===== config.mk =====
export PLATFORM = sky130hd
export DESIGN_NAME = bus_timer
export DESIGN_NICKNAME = d
export VERILOG_FILES = /design/src/rtl/bus_timer.sv
export SDC_FILE = /design/constraint.sdc
export NUM_CORES = 1
export LEC_CHECK = 0
export CAP_MARGIN = 20
export CORE_MARGIN = 2
export CORE_UTILIZATION = 45
export CTS_CLUSTER_DIAMETER = 80
export DETAILED_ROUTE_END_ITERATION = 8
export DONT_BUFFER_PORTS = 1
export PLACE_DENSITY = 0.66
export SKIP_CTS_REPAIR_TIMING = 1
export SYNTH_ARGS = -nofsm -noshare
export SYNTH_HDL_FRONTEND = slang
export SYNTH_SLANG_ARGS = --single-unit

===== constraint.sdc =====
create_clock -name clk -period 4.1 [get_ports clk]
set_input_delay 0.82 -clock clk [delete_from_list [all_inputs] [get_ports clk]]
set_output_delay 0.82 -clock clk [all_outputs]
set_load 0.01 [all_outputs]

===== src/rtl/bus_timer.sv =====
// Memory-mapped 32-bit down-counting timer on the CPU start/busy handshake.
// Define TIMER_PRESCALE_EN to add the PRESCALE register (offset 4) and tick prescaler.
//
// state   | meaning
// IDLE    | waiting for a hit on the register window
// ACCESS  | busy=1, write performed or read data latched into q
// DONE    | busy=0, q valid
// RELEASE | waiting for the CPU to drop start
module bus_timer #(
    parameter logic [26:0] BASE_ADDR        = 27'h0C02630,
    parameter logic [15:0] PRESCALE_DEFAULT = 16'd0
) (
    input  logic        clk,
    input  logic        reset,
    input  logic [26:0] address,
    input  logic [31:0] data,
    input  logic        we,
    input  logic        start,
    output logic        busy,
    output logic [31:0] q,
    output logic        tmr_int
);

    localparam logic [1:0] ST_IDLE    = 2'd0;
    localparam logic [1:0] ST_ACCESS  = 2'd1;
    localparam logic [1:0] ST_DONE    = 2'd2;
    localparam logic [1:0] ST_RELEASE = 2'd3;

    if (BASE_ADDR[2:0] != 3'b000 || $bits(PRESCALE_DEFAULT) != 16) begin : g_bad_param
        $error("bus_timer: BASE_ADDR must be 8-word aligned");
    end

    logic [1:0]  state_q, state_d;
    logic [2:0]  offset_q, offset_d;
    logic        we_q, we_d;
    logic [31:0] data_q, data_d;
    logic [31:0] q_q, q_d;
    logic [2:0]  ctrl_q, ctrl_d;
    logic [31:0] reload_q, reload_d;
    logic [31:0] count_q, count_d;
    logic        status_q, status_d;
    logic        tmr_int_q, tmr_int_d;

    logic        hit, wr, tick, expire;
    logic        wr_ctrl, wr_reload, wr_count, wr_status;
    logic [31:0] rdata;

`ifdef TIMER_PRESCALE_EN
    logic [15:0] prescale_q, prescale_d;
    logic [15:0] pcnt_q, pcnt_d;
    logic        wr_prescale;
`endif

    assign hit = start & (address[26:3] == BASE_ADDR[26:3]);
    assign wr  = (state_q == ST_ACCESS) & we_q;

    assign wr_ctrl   = wr & (offset_q == 3'd0);
    assign wr_reload = wr & (offset_q == 3'd1);
    assign wr_count  = wr & (offset_q == 3'd2);
    assign wr_status = wr & (offset_q == 3'd3);

`ifdef TIMER_PRESCALE_EN
    assign wr_prescale = wr & (offset_q == 3'd4);
    assign tick        = ctrl_q[0] & (pcnt_q == prescale_q);
`else
    assign tick = ctrl_q[0];
`endif

    // A bus write to COUNT overrides the tick, so it also suppresses the expiry.
    assign expire = tick & (count_q == 32'd1) & ~wr_count;

    always_comb begin
        rdata = 32'd0;
        case (offset_q)
            3'd0:    rdata = {29'd0, ctrl_q};
            3'd1:    rdata = reload_q;
            3'd2:    rdata = count_q;
            3'd3:    rdata = {31'd0, status_q};
`ifdef TIMER_PRESCALE_EN
            3'd4:    rdata = {16'd0, prescale_q};
`endif
            default: rdata = 32'd0;
        endcase
    end

    always_comb begin
        state_d  = state_q;
        offset_d = offset_q;
        we_d     = we_q;
        data_d   = data_q;
        q_d      = q_q;
        case (state_q)
            ST_IDLE: begin
                if (hit) begin
                    offset_d = address[2:0];
                    we_d     = we;
                    data_d   = data;
                    state_d  = ST_ACCESS;
                end
            end
            ST_ACCESS: begin
                if (!we_q) begin
                    q_d = rdata;
                end
                state_d = ST_DONE;
            end
            ST_DONE: state_d = ST_RELEASE;
            default: begin
                if (!start) begin
                    state_d = ST_IDLE;
                end
            end
        endcase
    end

    always_comb begin
        ctrl_d    = ctrl_q;
        reload_d  = reload_q;
        count_d   = count_q;
        status_d  = status_q;
        tmr_int_d = expire & ctrl_q[2];

        if (tick && count_q > 32'd1) begin
            count_d = count_q - 32'd1;
        end
        if (expire) begin
            if (ctrl_q[1]) begin
                count_d = reload_q;
            end else begin
                count_d   = 32'd0;
                ctrl_d[0] = 1'b0;
            end
        end

        if (wr_ctrl) begin
            ctrl_d = data_q[2:0];
        end
        if (wr_reload) begin
            reload_d = data_q;
        end
        if (wr_count) begin
            count_d = data_q;
        end
        // Clear first so a coincident expiry still leaves EXPIRED set.
        if (wr_status && data_q[0]) begin
            status_d = 1'b0;
        end
        if (expire) begin
            status_d = 1'b1;
        end
    end

`ifdef TIMER_PRESCALE_EN
    always_comb begin
        prescale_d = prescale_q;
        pcnt_d     = pcnt_q + 16'd1;
        if (wr_prescale) begin
            prescale_d = data_q[15:0];
        end
        if (!ctrl_q[0] || wr_prescale || pcnt_q == prescale_q) begin
            pcnt_d = 16'd0;
        end
    end

    always_ff @(posedge clk) begin
        if (reset) begin
            prescale_q <= PRESCALE_DEFAULT;
            pcnt_q     <= 16'd0;
        end else begin
            prescale_q <= prescale_d;
            pcnt_q     <= pcnt_d;
        end
    end
`endif

    always_ff @(posedge clk) begin
        if (reset) begin
            state_q   <= ST_IDLE;
            offset_q  <= 3'd0;
            we_q      <= 1'b0;
            data_q    <= 32'd0;
            q_q       <= 32'd0;
            ctrl_q    <= 3'd0;
            reload_q  <= 32'd0;
            count_q   <= 32'd0;
            status_q  <= 1'b0;
            tmr_int_q <= 1'b0;
        end else begin
            state_q   <= state_d;
            offset_q  <= offset_d;
            we_q      <= we_d;
            data_q    <= data_d;
            q_q       <= q_d;
            ctrl_q    <= ctrl_d;
            reload_q  <= reload_d;
            count_q   <= count_d;
            status_q  <= status_d;
            tmr_int_q <= tmr_int_d;
        end
    end

    assign busy    = (state_q == ST_ACCESS);
    assign q       = q_q;
    assign tmr_int = tmr_int_q;

endmodule


Word level (Yosys, flattened, before mapping)
Index checks and enable logic that the tools add are counted.
{"block": "op_classes", "add_sub_neg": 1, "reduce_logical": 11, "mux": 13, "bitwise_logic": 11, "n_eq_ne": 10, "n_lt_le_gt_ge": 1}
{"cell": "32-bit 2-to-1 mux", "n": 4}
{"cell": "32-bit case mux with 4 select lines", "n": 1}
{"cell": "32-bit by 1-bit == test with 1-bit output, second input constant", "n": 1}
{"cell": "32-bit by 1-bit greater-than comparator with 1-bit output, second input constant", "n": 1}
{"cell": "32-bit by 1-bit subtractor with 32-bit output, second input constant", "n": 1}
{"cell": "24-bit by 21-bit == test with 1-bit output, second input constant", "n": 1}
{"cell": "1-bit AND", "n": 9}
{"cell": "2-bit AND reduction", "n": 4}
{"cell": "3-bit by 2-bit == test with 1-bit output, second input constant", "n": 2}
{"cell": "2-bit case mux with 3 select lines", "n": 1}
{"cell": "1-bit 2-to-1 mux", "n": 5}
{"cell": "2-bit 2-to-1 mux", "n": 2}
{"cell": "4-bit by 1-bit inequality test with 1-bit output, second input constant", "n": 1}
{"cell": "2-bit nonzero test", "n": 2}
{"cell": "3-bit by 1-bit == test with 1-bit output, second input constant", "n": 1}
{"cell": "3-bit logical NOT", "n": 1}
{"cell": "3-bit nonzero test", "n": 1}
{"cell": "2-bit by 1-bit == test with 1-bit output, second input constant", "n": 1}
{"cell": "2-bit == test, second input constant", "n": 1}
{"cell": "1-bit logical AND", "n": 2}
{"cell": "2-bit logical NOT", "n": 1}
{"cell": "2-bit by 1-bit inequality test with 1-bit output, second input constant", "n": 1}
{"cell": "2-bit inequality test, second input constant", "n": 1}
{"cell": "1-bit NOT", "n": 2}
{"block": "word_totals", "register_bits": 139, "wordCells": 58}

Logic depth before layout (Yosys ltp)
{"block": "depth", "ltp_word": 7, "depth_mapped": 9, "ltp_nobuf": 8}

Worst setup path before layout
OpenSTA, ideal clock, no wires.
{"block": "synth_timing", "kind": "input-to-reg", "from": "input port address[3]", "to": "register data_q[10]", "stages": 7, "setup_time_ns": 0.128, "path_slack_ns": 1.617, "path_buffers": 2, "arrival_time_ns": 2.355, "required_time_ns": 3.972, "path_cell_list": "nor4b_1 nand2_1 nor4_1 clkbuf_1 buf_2 mux2i_1 nor2_1"}
{"block": "synth_between", "elab_chain_len": 3}
{"item": "from (decl)", "line": "15", "source": "input logic [26:0] address,"}
{"item": "24-bit by 21-bit == test with 1-bit output", "line": "54", "source": "assign hit = start & (address[26:3] == BASE_ADDR[26:3]);"}
{"item": "1-bit AND", "line": "54"}
{"item": "2-bit AND reduction (no line)"}
{"item": "to (signal assigned)", "line": "192", "source": "data_q <= data_d;"}
{"item": "to (decl)", "line": "36", "source": "logic [31:0] data_q, data_d;"}
No other way between the ends.
A chain may end at the register's enable or synchronous reset.

Worst setup path after layout
{"block": "layout_timing", "from": "register count_q[1]", "to": "register count_q[29]"}
{"block": "layout_between", "elab_chain_len": 5, "elab_cells_between_ends": 10}
{"item": "from (decl)", "line": "40", "source": "logic [31:0] count_q, count_d;"}
{"item": "from (signal assigned)", "line": "196", "source": "count_q <= count_d;"}
{"item": "parallel branches: the longest is 5 deep, another holds 32-bit by 1-bit subtractor with 32-bit output"}
Several ways; the timed one is not identified. The select of a mux whose other input is x is not followed.

==> key figures <==
Timing
  • Final hold viol count: 0
  • Setup violators final: 0
  • Tmin final: 3.027 ns
  • Max Slew Vio Count: 0
  • Unrepaired setup endpoints after global routing: no
  • Slew headroom: 44.43%
  • TNS Setup: 0 ns
  • Period utilization: 73.83%
  • FMAX: 0.3304 GHz
  • Skew final: 0.01108 ns
  • Tightest Pin Transition: 0.8335 ns

Yosys
  • Cell count after synthesis: 815
  • Register bit total from synthesis: 139
  • Largest family of logic cells by synthesized area: simple AND/OR/NAND/NOR gates
  • Post-synth cell types: 67
  • Top_reg_cell synth: dfxtp_1
  • Mux cell area share after synthesis: 6.683%
  • Yosys warns: 0
  • Synth async-reset ratio: 0%
  • Sequential share of the synthesized area: 41.06%
  • Post-synthesis simple-gate area fraction: 27.38%
  • Number of flops mapped to enable cells by yosys: 0
  • Post-Syn Area: 6778 um2
  • Syn Area/Cell: 8.316 um2
  • Post-Synth Adder-Cell Area: 1.108%
  • Post-synthesis xor/xnor area fraction: 2.843%
  • Syn nets: 884
  • Synth Area in Compound Gates: 16.01%

Critical path
  • Setup crit start kind: flip-flop
  • CP top delay family: simple AND/OR/NAND/NOR gates
  • Critical Path Start: count_q[1]$_SDFFE_PP0P_
  • Crit path arrival time: 3.38 ns
  • Worst endpoint required time: 4.45 ns
  • Worst reg2reg startpoint: count_q[1]$_SDFFE_PP0P_
  • CP Cell Sequence: inv_1 -> ha_1 -> nor4b_1 -> nand4_2 -> o31ai_4 -> nand2_1 -> o221a_1 -> nor3_1
  • Slowest stage delay, CP: 0.55 ns
  • Crit. path cell count: 8
  • FF-to-FF setup slack: 1.07 ns
  • Crit Path Class: flip-flop to flip-flop
  • Crit end category: flip-flop
  • Buf+Inv Stages, Crit Path: 1
  • CP Capture Point: count_q[29]$_SDFFE_PP0P_
  • CP max-delay cell: o31ai_4
  • Reg2Reg Depth: 8
  • Crit path max fanout: 13
  • FF-to-FF End: count_q[29]$_SDFFE_PP0P_

Cells and area
  • Layout area overhead: 10.76%
  • Most common cell after layout, fill and taps aside: dfxtp_1
  • Finished Cell Area: 7507 um2
  • Layout Utilization: 51.26%
  • Share of cells above drive strength 1: 9.285%
  • # fillers: 1365
  • Most frequent cells in the layout: 139 x dfxtp_1, 128 x nor2_1, 101 x nand2_1
  • # diodes: 0
  • # nets final: 853

Routing
  • Avg Vias per Cell: 6.170
  • Post-DR wirelength/cell: 19.26 um
  • TritonRoute pass-1 iters: 5
  • Antenna-violating nets left: 0
  • Via count: 6053
  • DRC: 0
  • Starting DRC count in detailed routing: 530
  • WL final: 18.89 mm

Die
  • Starting Density: 46.28%
  • Die X: 126.7 um
  • Die area: 16060 um2
  • I/O Pins: 97
  • Die Span Y: 126.7 um
  • Std-Cell Rows: 44
  • Area of the core: 14640 um2

Min path
  • HP Class: flip-flop to flip-flop

Clock network
  • Sink Count: 139
  • Clock buffer depth: 2
  • Root Buffer: clkbuf_16
  • Worst-path clk slew: 0.06 ns
  • CTS tree: done
  • H-tree depth: 4
  • CTS Buf Count: 17
  • Clock Latency Late Sink: 0.43 ns

GRT
  • Pin count of the biggest net entering global routing: 145
  • Gr ovfl total: 0
  • First-pass GRT wire length: 30.30 mm
  • Vias in the first global route: 5913
  • Initial antenna violation count: 0
  • Aggregate global-route resource usage: 23.50%

Power and ir drop
  • Leak: 0.002655 uW
  • Cell Pwr Density: 400.7 nW/um2
  • Maximum vdd ir drop: 277.7 uV

Placed design
  • HPWL Detailed: 12.16 mm
  • Placer Congestion: 0.8935
  • Port buffer count: 0
  • Placed cell area: 6870 um2

Status
  • Outcome: finished, final reports clean

Flow run
  • Max-cap violations: 0
synthesized netlist by cell type, drive strengths merged (4+ instances only):
cell / number / area [um2]
nand3: 27 / 162.7
nand2: 101 / 379.1
clkbuf: 46 / 172.7
and3: 12 / 75.07
xor2: 13 / 113.9
buf: 21 / 127.6
o21ai: 15 / 75.07
nand4: 6 / 50.04
a22o: 4 / 35.03
a211oi: 4 / 30.03
nor2: 129 / 491.7
or4: 5 / 37.54
nor3: 49 / 250.2
a311oi: 11 / 96.34
ha: 6 / 75.07
mux2i: 43 / 430.4
inv: 9 / 33.78
a21oi: 47 / 235.2
a31oi: 10 / 62.56
dfxtp: 139 / 2783
a221oi: 33 / 289.0
xnor2: 9 / 78.83
nor2b: 4 / 25.02
nor4: 26 / 211.5
routing by layer:
layer,vias to the layer above,track usage [%],wire [um]
met5,-,0,0
met4,0,11.25,459
met3,46,5.188,989
met2,219,38.66,9259
met1,2914,29.36,8182
li1,2874,-,-
state kept, by name (all words and copies together), names as in the netlist:
name      cells
count_q      32
ctrl_q        3
data_q       32
offset_q      3
q            32
reload_q     32
state_q       2
status_q      1
tmr_int       1
we_q          1
layout make-up:
| type | instances | area [um2] | area share [%] |
|---|---|---|---|
| multi-input cells | 600 | 3689 | 49.13 |
| flip-flops and latches | 139 | 2783 | 37.07 |
| clock buffers | 21 | 470.5 | 6.267 |
| well taps | 184 | 230.2 | 3.067 |
| clock inverters | 11 | 166.4 | 2.217 |
| repair buffers | 17 | 135.1 | 1.800 |
| inverters | 9 | 33.78 | 0.4500 |
tightest hold or removal path, delay by kind of cell, from the launching register on:
kind	cells	cell delay, ns
flip-flops	1	0.32
AO/OA/AOI/OAI	1	0.05
AND/OR/NAND/NOR	1	0.06
cells by family (layout without fill, tap and decap cells):
group,count (synthesis),in the layout
DFF,139,139
AOI/OAI and AO/OA,150,150
adders and majority gates,6,6
buffers and inverters,76,58
muxes,44,44
xor gates and xnor gates,22,22
and+or+nand+nor,378,378
where the power goes:
group,switching [uW],leakage (uW),internal (uW),total (uW)
combinational,1.90,0.00123,3.58,5.48
sequential,0.0000425,0.00112,1350,1350
clock,589,0.000305,1060,1650
total,591,0.00265,2420,3010
metrics by stage:
stage,hold WS (ns),total power [uW],instances,setup slack [ns]
5_1_grt,0.4567,3086,981,0.8794
4_1_cts,0.4483,3032,981,1.114
6_report,0.4649,3008,981,1.073
2_1_floorplan,0.4393,1404,815,1.617
3_3_place_gp,0.4522,1386,948,1.309
3_5_place_dp,0.4530,1386,949,1.161
worst min-delay path by stage:
| stage | from | slack (ns) | cells after the start | endpoint |
|---|---|---|---|---|
| detailed placement | status_q$_SDFFE_PP0P_ | 0.45 | 2 | status_q$_SDFFE_PP0P_ |
| finish | data_q[14]$_SDFFE_PP0P_ | 0.46 | 2 | reload_q[14]$_SDFFE_PP0P_ |
| global placement | reload_q[14]$_SDFFE_PP0P_ | 0.45 | 2 | reload_q[14]$_SDFFE_PP0P_ |
| global route | reset | 0.46 | 1 | offset_q[2]$_SDFFE_PP0P_ |
| CTS | reset | 0.45 | 1 | data_q[29]$_SDFFE_PP0P_ |
| floorplan | status_q$_SDFFE_PP0P_ | 0.44 | 2 | status_q$_SDFFE_PP0P_ |
No activity file was read; power rests on OpenSTA's default activity.
